**src/rtl/zbt_sram_ctrl_if.sv**
```systemverilog
// Request/response and ZBT pin bundle for zbt_sram_ctrl.
// master = on-chip requester plus the board side of the DQ buffer; slave = the controller.
interface zbt_sram_ctrl_if #(
  parameter int ADDR_W = 17
);
  logic              req_valid;
  logic              req_ready;
  logic              req_we;
  logic [ADDR_W-1:0] req_addr;
  logic [31:0]       req_wdata;
  logic [3:0]        req_be;
  logic              rd_valid;
  logic [31:0]       rd_data;
  logic [ADDR_W-1:0] sram_addr;
  logic              sram_ce_n;
  logic              sram_we_n;
  logic [3:0]        sram_bw_n;
  logic              sram_adv_ld_n;
  logic              sram_oe_n;
  logic              sram_zz;
  logic [31:0]       sram_dq_o;
  logic              sram_dq_oe;
  logic [31:0]       sram_dq_i;

  modport master (
    output req_valid, req_we, req_addr, req_wdata, req_be, sram_dq_i,
    input  req_ready, rd_valid, rd_data, sram_addr, sram_ce_n, sram_we_n,
           sram_bw_n, sram_adv_ld_n, sram_oe_n, sram_zz, sram_dq_o, sram_dq_oe
  );

  modport slave (
    input  req_valid, req_we, req_addr, req_wdata, req_be, sram_dq_i,
    output req_ready, rd_valid, rd_data, sram_addr, sram_ce_n, sram_we_n,
           sram_bw_n, sram_adv_ld_n, sram_oe_n, sram_zz, sram_dq_o, sram_dq_oe
  );
endinterface

```
**src/rtl/zbt_sram_ctrl.sv**
```systemverilog
// Pipelined ZBT SRAM controller: single-word requests, fixed 4-cycle read latency,
// registered SRAM pins and idle-driven snooze with a wake delay.
module zbt_sram_ctrl #(
  parameter int ADDR_W       = 17,
  parameter int IDLE_TIMEOUT = 1024,
  parameter int WAKE_CYCLES  = 2
) (
  input  logic          clk,
  input  logic          reset,
  zbt_sram_ctrl_if.slave bus
);

  typedef enum logic [1:0] {RUN, DRAIN, SLEEP, WAKE} state_t;

  localparam bit SNOOZE_EN = (IDLE_TIMEOUT != 0);
  localparam int IDLE_W    = (IDLE_TIMEOUT > 2) ? $clog2(IDLE_TIMEOUT) : 1;
  localparam int WAKE_W    = (WAKE_CYCLES > 2) ? $clog2(WAKE_CYCLES) : 1;
  localparam logic [IDLE_W-1:0] IDLE_LAST =
    (IDLE_TIMEOUT > 0) ? IDLE_W'(IDLE_TIMEOUT - 1) : '0;
  localparam logic [WAKE_W-1:0] WAKE_LAST =
    (WAKE_CYCLES > 0) ? WAKE_W'(WAKE_CYCLES - 1) : '0;

  state_t              r_state;
  state_t              w_next;
  logic [IDLE_W-1:0]   r_idle;
  logic [WAKE_W-1:0]   r_wake;
  logic                w_ready;
  logic                w_accept;
  logic                w_pipe_empty;

  logic                r_ce_n;
  logic                r_we_n;
  logic [3:0]          r_bw_n;
  logic [ADDR_W-1:0]   r_addr;
  logic                r_oe_n;
  logic                r_zz;

  logic [31:0]         r_wd1;
  logic [31:0]         r_wd2;
  logic [31:0]         r_dq_o;
  logic                r_wtag1;
  logic                r_wtag2;
  logic                r_dq_oe;

  logic                r_rtag1;
  logic                r_rtag2;
  logic                r_rtag3;
  logic                r_rd_valid;
  logic [31:0]         r_rd_data;

  assign w_ready      = (r_state == RUN) && !reset;
  assign w_accept     = w_ready && bus.req_valid;
  assign w_pipe_empty = ~|{r_wtag1, r_wtag2, r_dq_oe, r_rtag1, r_rtag2, r_rtag3};

  always_comb begin
    w_next = r_state;
    case (r_state)
      RUN:     if (SNOOZE_EN && !w_accept && (r_idle == IDLE_LAST)) w_next = DRAIN;
      DRAIN:   if (w_pipe_empty) w_next = SLEEP;
      SLEEP:   if (bus.req_valid) w_next = WAKE;
      WAKE:    if (r_wake == WAKE_LAST) w_next = RUN;
      default: w_next = RUN;
    endcase
  end

  // oe_n/zz are registered from the next state, so they track the state
  // cycle-for-cycle except that reset forces oe_n high for one extra cycle.
  always_ff @(posedge clk) begin
    if (reset) begin
      r_state    <= RUN;
      r_idle     <= '0;
      r_wake     <= '0;
      r_ce_n     <= 1'b1;
      r_we_n     <= 1'b1;
      r_bw_n     <= '1;
      r_addr     <= '0;
      r_oe_n     <= 1'b1;
      r_zz       <= 1'b0;
      r_wd1      <= '0;
      r_wd2      <= '0;
      r_dq_o     <= '0;
      r_wtag1    <= 1'b0;
      r_wtag2    <= 1'b0;
      r_dq_oe    <= 1'b0;
      r_rtag1    <= 1'b0;
      r_rtag2    <= 1'b0;
      r_rtag3    <= 1'b0;
      r_rd_valid <= 1'b0;
      r_rd_data  <= '0;
    end else begin
      r_state <= w_next;
      r_idle  <= (SNOOZE_EN && r_state == RUN && w_next == RUN && !w_accept)
                 ? r_idle + IDLE_W'(1) : '0;
      r_wake  <= (r_state == WAKE && w_next == WAKE) ? r_wake + WAKE_W'(1) : '0;

      r_ce_n <= !w_accept;
      r_we_n <= !(w_accept && bus.req_we);
      r_bw_n <= (w_accept && bus.req_we) ? ~bus.req_be : 4'hF;
      if (w_accept) r_addr <= bus.req_addr;
      r_oe_n <= (w_next == SLEEP);
      r_zz   <= (w_next == SLEEP);

      r_wd1   <= bus.req_wdata;
      r_wd2   <= r_wd1;
      r_dq_o  <= r_wd2;
      r_wtag1 <= w_accept && bus.req_we;
      r_wtag2 <= r_wtag1;
      r_dq_oe <= r_wtag2;

      r_rtag1    <= w_accept && !bus.req_we;
      r_rtag2    <= r_rtag1;
      r_rtag3    <= r_rtag2;
      r_rd_valid <= r_rtag3;
      if (r_rtag3) r_rd_data <= bus.sram_dq_i;
    end
  end

  assign bus.req_ready     = w_ready;
  assign bus.rd_valid      = r_rd_valid;
  assign bus.rd_data       = r_rd_data;
  assign bus.sram_addr     = r_addr;
  assign bus.sram_ce_n     = r_ce_n;
  assign bus.sram_we_n     = r_we_n;
  assign bus.sram_bw_n     = r_bw_n;
  assign bus.sram_adv_ld_n = 1'b0;
  assign bus.sram_oe_n     = r_oe_n;
  assign bus.sram_zz       = r_zz;
  assign bus.sram_dq_o     = r_dq_o;
  assign bus.sram_dq_oe    = r_dq_oe;

endmodule

```
**src/flat_wrapper.sv**
```systemverilog
// flat-port wrapper written by rule: the top's interface ports become plain ports
module zbt_sram_ctrl_flat 
#(
  parameter int ADDR_W       = 17,
  parameter int IDLE_TIMEOUT = 1024,
  parameter int WAKE_CYCLES  = 2
)
  (clk, reset, bus_req_valid, bus_req_we, bus_req_addr, bus_req_wdata, bus_req_be, bus_sram_dq_i, bus_req_ready, bus_rd_valid, bus_rd_data, bus_sram_addr, bus_sram_ce_n, bus_sram_we_n, bus_sram_bw_n, bus_sram_adv_ld_n, bus_sram_oe_n, bus_sram_zz, bus_sram_dq_o, bus_sram_dq_oe);
  zbt_sram_ctrl_if #(.ADDR_W(ADDR_W)) bus_i ();
  input  logic clk;
  input  logic reset;
  input wire logic [$bits(bus_i.req_valid)-1:0] bus_req_valid;
  input wire logic [$bits(bus_i.req_we)-1:0] bus_req_we;
  input wire logic [$bits(bus_i.req_addr)-1:0] bus_req_addr;
  input wire logic [$bits(bus_i.req_wdata)-1:0] bus_req_wdata;
  input wire logic [$bits(bus_i.req_be)-1:0] bus_req_be;
  input wire logic [$bits(bus_i.sram_dq_i)-1:0] bus_sram_dq_i;
  output wire logic [$bits(bus_i.req_ready)-1:0] bus_req_ready;
  output wire logic [$bits(bus_i.rd_valid)-1:0] bus_rd_valid;
  output wire logic [$bits(bus_i.rd_data)-1:0] bus_rd_data;
  output wire logic [$bits(bus_i.sram_addr)-1:0] bus_sram_addr;
  output wire logic [$bits(bus_i.sram_ce_n)-1:0] bus_sram_ce_n;
  output wire logic [$bits(bus_i.sram_we_n)-1:0] bus_sram_we_n;
  output wire logic [$bits(bus_i.sram_bw_n)-1:0] bus_sram_bw_n;
  output wire logic [$bits(bus_i.sram_adv_ld_n)-1:0] bus_sram_adv_ld_n;
  output wire logic [$bits(bus_i.sram_oe_n)-1:0] bus_sram_oe_n;
  output wire logic [$bits(bus_i.sram_zz)-1:0] bus_sram_zz;
  output wire logic [$bits(bus_i.sram_dq_o)-1:0] bus_sram_dq_o;
  output wire logic [$bits(bus_i.sram_dq_oe)-1:0] bus_sram_dq_oe;
  assign bus_i.req_valid = bus_req_valid;
  assign bus_i.req_we = bus_req_we;
  assign bus_i.req_addr = bus_req_addr;
  assign bus_i.req_wdata = bus_req_wdata;
  assign bus_i.req_be = bus_req_be;
  assign bus_i.sram_dq_i = bus_sram_dq_i;
  assign bus_req_ready = bus_i.req_ready;
  assign bus_rd_valid = bus_i.rd_valid;
  assign bus_rd_data = bus_i.rd_data;
  assign bus_sram_addr = bus_i.sram_addr;
  assign bus_sram_ce_n = bus_i.sram_ce_n;
  assign bus_sram_we_n = bus_i.sram_we_n;
  assign bus_sram_bw_n = bus_i.sram_bw_n;
  assign bus_sram_adv_ld_n = bus_i.sram_adv_ld_n;
  assign bus_sram_oe_n = bus_i.sram_oe_n;
  assign bus_sram_zz = bus_i.sram_zz;
  assign bus_sram_dq_o = bus_i.sram_dq_o;
  assign bus_sram_dq_oe = bus_i.sram_dq_oe;
  zbt_sram_ctrl #(.ADDR_W(ADDR_W), .IDLE_TIMEOUT(IDLE_TIMEOUT), .WAKE_CYCLES(WAKE_CYCLES)) u_core (.clk(clk), .reset(reset), .bus(bus_i));
endmodule
```
**config.mk**
```make
export PLATFORM = sky130hd
export DESIGN_NAME = zbt_sram_ctrl_flat
export DESIGN_NICKNAME = d
export VERILOG_FILES = /design/src/rtl/zbt_sram_ctrl_if.sv /design/src/rtl/zbt_sram_ctrl.sv /design/src/flat_wrapper.sv
export SDC_FILE = /design/constraint.sdc
export NUM_CORES = 1
export LEC_CHECK = 0
export BUFFER_PORTS_ARGS = -buffer_cell sky130_fd_sc_hd__buf_4
export CAP_MARGIN = 10
export CORE_ASPECT_RATIO = 0.6
export CORE_UTILIZATION = 40
export CTS_CLUSTER_SIZE = 12
export DETAILED_ROUTE_END_ITERATION = 10
export GPL_TIMING_DRIVEN = 0
export PLACE_DENSITY = 0.66
export SYNTH_ARGS = -nofsm -noshare
export SYNTH_HDL_FRONTEND = slang
export SYNTH_SLANG_ARGS = --single-unit
```
**constraint.sdc**
```tcl
create_clock -name clk -period 3.3 [get_ports clk]
set_clock_uncertainty 0.1 [all_clocks]
set_input_delay 0.165 -clock clk [delete_from_list [all_inputs] [get_ports clk]]
set_output_delay 0.165 -clock clk [all_outputs]
set_load 0.005 [all_outputs]
```
* Yosys cells after proc, flatten, opt, wreduce, memory -nomap -nowiden
Index checks and enable logic that the tools add are counted.
Widths: inputs -> output; s select.
** Word-level totals
- Bits in registers :: 173
- Output and inout bits :: 93
- Word-level logic and storage cells :: 55
- Bits of input ports :: 89
** Operators by class
- Reductions and logical operators :: 18
- Add/subtract/negate cells :: 2
- Mux-type cells :: 5
- Equality and inequality tests :: 6
- Bitwise operators :: 4
** Operators with widths (number)
- $add 10x1->10 const B :: 1
- $eq 10x10->1 const B :: 1
- $eq 2x2->1 const B :: 4
- $logic_and 1x1->1 :: 8
- $mux 2 :: 4
- $pmux 2 s4 :: 1
- $reduce_or 2->1 :: 3
- $reduce_or 6->1 :: 1
- $logic_not 1->1 :: 4
- $logic_not 2->1 :: 2
- $not 4->4 :: 1
- $not 1->1 :: 3
- $eq 2x1->1 const B :: 1
- $add 1x1->1 const B :: 1

* Logic depth before layout (Yosys ltp)
- Word-level depth :: 12
- Mapped depth :: 6
- Gate-level depth less buffers :: 5

* Worst setup path before layout
No wires, ideal clock.
- Path type :: reg2reg
- From :: reg u_core.r_wtag2
- To :: reg u_core.r_state[0]
- Period minus slack after synthesis :: 1.382 ns
- Path buffers :: 0
- Data required time :: 3.078 ns
- Library setup time :: 0.122 ns
- Cell stages (with the launch flop) :: 5
- Setup slack :: 1.918 ns
- Data arrival time :: 1.161 ns
- Path through :: dfxtp_1 -> or4_4 -> nor3_4 -> o32a_2 -> o22ai_1
** Between the ends
- Word-level cells in the longest chain between the ends :: 3
** RTL lines
- start, declared :: RTL line zbt_sram_ctrl.sv:42 : logic r_wtag2;
- start signal, assigned :: RTL line zbt_sram_ctrl.sv:107 : r_wtag2 <= r_wtag1;
- $reduce_or 6->1 :: RTL line zbt_sram_ctrl.sv:53 : assign w_pipe_empty = ~|{r_wtag1, r_wtag2, r_dq_oe, r_rtag1, r_rtag2, r_rtag3};
- $mux 2 :: RTL line zbt_sram_ctrl.sv:59 : DRAIN: if (w_pipe_empty) w_next = SLEEP;
- $pmux 2 s4 :: RTL line zbt_sram_ctrl.sv:57 : case (r_state)
- end signal, assigned :: RTL line zbt_sram_ctrl.sv:91 : r_state <= w_next;
- end, declared :: RTL line zbt_sram_ctrl.sv:23 : state_t r_state;
No other way between the ends.
A chain may end at the register's enable or synchronous reset.

* Worst setup path in the final report
- From :: reg u_core.r_state[1]
- To :: reg u_core.r_addr[11] (netlist: u_core.bus.sram_addr[11])
** Between the ends
- Word-level cells in the longest chain between the ends :: 3
** RTL lines
- $logic_not 2->1 :: RTL line zbt_sram_ctrl.sv:51 : assign w_ready = (r_state == RUN) && !reset;
- $logic_and 1x1->1 :: RTL line zbt_sram_ctrl.sv:51
- $logic_and 1x1->1 :: RTL line zbt_sram_ctrl.sv:52 : assign w_accept = w_ready && bus.req_valid;
- end signal, assigned :: RTL line zbt_sram_ctrl.sv:99 : if (w_accept) r_addr <= bus.req_addr;
- end, declared :: RTL line zbt_sram_ctrl.sv:34 : logic [ADDR_W-1:0] r_addr;
No other way between the ends.

==> impl_metrics.csv <==
group,metric,value,unit
status,outcome,"finished, final reports clean",
logic_synthesis,yosys.area.top_type,"dfxtp_1",
placement,post-place-ws,1.725,ns
timing,fin_crit_sh,45.72,%
pwr,p_per_area,534.1,nW/um^2
routing,drt_iter0_markers,95,
pwr,ir_drop,313.9,uV
setup_path,required,3.49,ns
logic_synthesis,synthFlopType,"dfxtp_1",
timing,fin_ws,1.791,ns
logic_synthesis,syn_avg_cell_area,11.07,um^2
clock_tree,cts_root_buffer,"clkbuf_16",
clock_tree,cts_setup_buffers,0,
routing,post_drt_wl_per_cell,12.88,um
placement,place_congestion,0.7513,
logic_synthesis,synth_cell_types,32,
logic_synthesis,netlist.area_leader.share,65.44,%
floorplan,std_cell_rows,32,
floorplan,die_w,150.5,um
placement,portBuffers,180,
floorplan,io_pins,182,
timing,tns,0,ns
grt,grt_max_degree,19,
timing,min_period,1.509,ns
timing,hold_viol,0,
logic_synthesis,syn_area,5293,um^2
grt,overflow,0,
logic_synthesis,netlist_top_cells_count,"173 x dfxtp_1, 101 x nor2b_1, 47 x nor2_1",
setup_path,path_buf_inv,2,
timing,finalMaxSlewViolations,0,
clock_tree,cts_tree,"done",
job,cap_viol_max_count,0,
routing,postRouteAntennaNets,0,
layout,fin_util,64.39,%
logic_synthesis,syn_inst,478,
timing,rsz0062_at_grt,"no",
floorplan,die_h,91.10,um
logic_synthesis,synth_seq_cells,173,
grt,grt_usage,18.47,%
setup_path,max_stage_delay,0.37,ns
layout,final_nets,854,
routing,vias,4065,
grt,antenna_found_initial,0,
grt,grt_pass1_vias,4035,
clock_tree,cts_sinks,173,
setup_path,path_delay_family,"simple AND/OR/NAND/NOR gates",
routing,wl,12200,um
layout,n_antenna_cell,0,
placement,dp.final_hpwl,7964,um
logic_synthesis,synth_edf_count,0,
setup_path,cp_max_fo,10,
floorplan,core,12890,um^2
layout,final.fill_count,1029,
setup_path,critPathCaptureType,"flop",
floorplan,dieArea,13710,um^2
routing,drcViolationCount,0,
logic_synthesis,syn_nets,568,
pwr,p_leak,3.574,nW
clock_tree,cts_made_buffers,17,
clock_tree,max-clock-path-buffers,2,
floorplan,start_util,41.05,%
timing,setup_viol,0,
clock_tree,clkLatencyLatePin,0.42,ns
setup_path,cp.arrival,1.70,ns
logic_synthesis,ys_top_cells_by_area,"dfxtp_1 65%, nor2b_1 12%, mux2i_1 6.1%, nor2_1 3.3%, nand2b_1 2.1%",
clock_tree,cts.clk_slew.worst_paths,0.07,ns
timing,slew_headroom,65.93,%
logic_synthesis,ys_warn_count,0,
clock_tree,h-tree-depth,4,
routing,vias_per_cell,4.293,
grt,grt_pass1_wl,19290,um
timing,fmax,0.6628,GHz
setup_path,crit_chain,"nor3_2 -> and2_1 -> buf_4 -> buf_2 -> o21ai_0",
setup_path,reg2reg_setup_slack,1.79,ns
layout,area_growth,56.86,%
setup_path,crit_path_start_kind,"flop",
routing,drt_pre_antenna_iters,4,
hold_path,hold_class,"input port to flop",
logic_synthesis,synthArstFlopShare,0,%
timing,tightestPinTransition,0.5110,ns
layout,drive_above_1_share,30.12,%
logic_synthesis,yosysMostFrequentCell,"dfxtp_1",
setup_path,critical_path.slowest_cell,"dfxtp_1",
logic_synthesis,seq_area_frac_synth,65.44,%
setup_path,critPathKind,"flop to flop",
cell usage in the layout, fill, tap and decap left out, drive strengths merged, types with 7 or more instances in the layout:
cell,n
dfxtp,173
clkinv,7
inv,10
nor2,47
buf,195
mux2i,32
nand2b,19
clkbuf,28
nand2,29
dlygate4sd3,87
nor2b,101
o21ai,17
per-layer routing:
| layer | up-vias | share of wire [%] | global-route usage (%) |
|---|---|---|---|
| met1 | 1855 | 45 | 21.98 |
| met2 | 113 | 49 | 30.72 |
| met4 | 0 | 1.2 | 6.818 |
| li1 | 2082 | - | - |
| met3 | 15 | 5.2 | 6.231 |
| met5 | - | 0 | 0 |
tightest hold or removal path, delay by kind of cell:
family        cells  cell delay, ns
buf+inv           1            0.09
simple gates      3            0.33
flip-flops by register name (all words and copies together), names as in the netlist, 2 cells and up:
register and flops:
u_core.bus.rd_data 32, u_core.bus.sram_addr 17, u_core.bus.sram_bw_n 4, u_core.bus.sram_dq_o 32
u_core.r_idle 10, u_core.r_state 2, u_core.r_wd1 32, u_core.r_wd2 32
power by group:
group	switching [W]	internal [W]	leakage (nW)
Clock	0.000892	0.00100	0.277
Sequential	0.0000242	0.00216	1.42
Combinational	0.000126	0.000230	1.88
Total	0.00104	0.00339	3.57
through the flow:
stage / area, um^2 / std cells / hold slack [ns] / total power [W]
finish: 8302 / 947 / 0.1207 / 0.004434
global placement: 6857 / 828 / 0.2260 / 0.002496
detailed placement: 6857 / 828 / 0.2323 / 0.002502
global route: 8302 / 947 / 0.1294 / 0.004616
floorplan: 5293 / 478 / 0.1269 / 0.002336
CTS: 8302 / 947 / 0.1070 / 0.004474
final cells by class:
class / instances / area [um^2] / area share (%)
buffer: 26 / 130.1 / 1.567
clock buffer: 17 / 425.4 / 5.124
clock inverter: 15 / 148.9 / 1.794
inverter: 4 / 15.01 / 0.1809
multi-input combinational: 275 / 1684 / 20.29
sequential: 173 / 3463 / 41.72
tap: 170 / 212.7 / 2.562
timing repair buffer: 267 / 2222 / 26.77
cells by family after synthesis:
kind of cell	count (synthesis)	share of synthesized area (%)
AOI/OAI and AO/OA	24	2.530
xor gates and xnor gates	7	1.158
adders and majority gates	1	0.2364
buffers and inverters	30	2.742
DFF	173	65.44
muxes	32	6.052
other	1	0.07085
and+or+nand+nor	210	21.77
timing repair:
item | in CTS | in global routing
resized for setup | 0 | 0
hold endpoints to repair | 93 | 0
hold buffers | 87 | 0
final timing paths:
| path | startpoint | end | cells after the start |
|---|---|---|---|
| max | u_core.r_state[1] | u_core.bus.sram_addr[11] | 5 |
| min | reset | u_core.r_idle[2] | 4 |
| max reg2reg | u_core.r_state[1] | u_core.bus.sram_addr[11] | 5 |
| min reg2reg | u_core.r_wd2[8] | u_core.bus.sram_dq_o[8] | 1 |
Note: power is estimated with default switching activity, not from simulation.
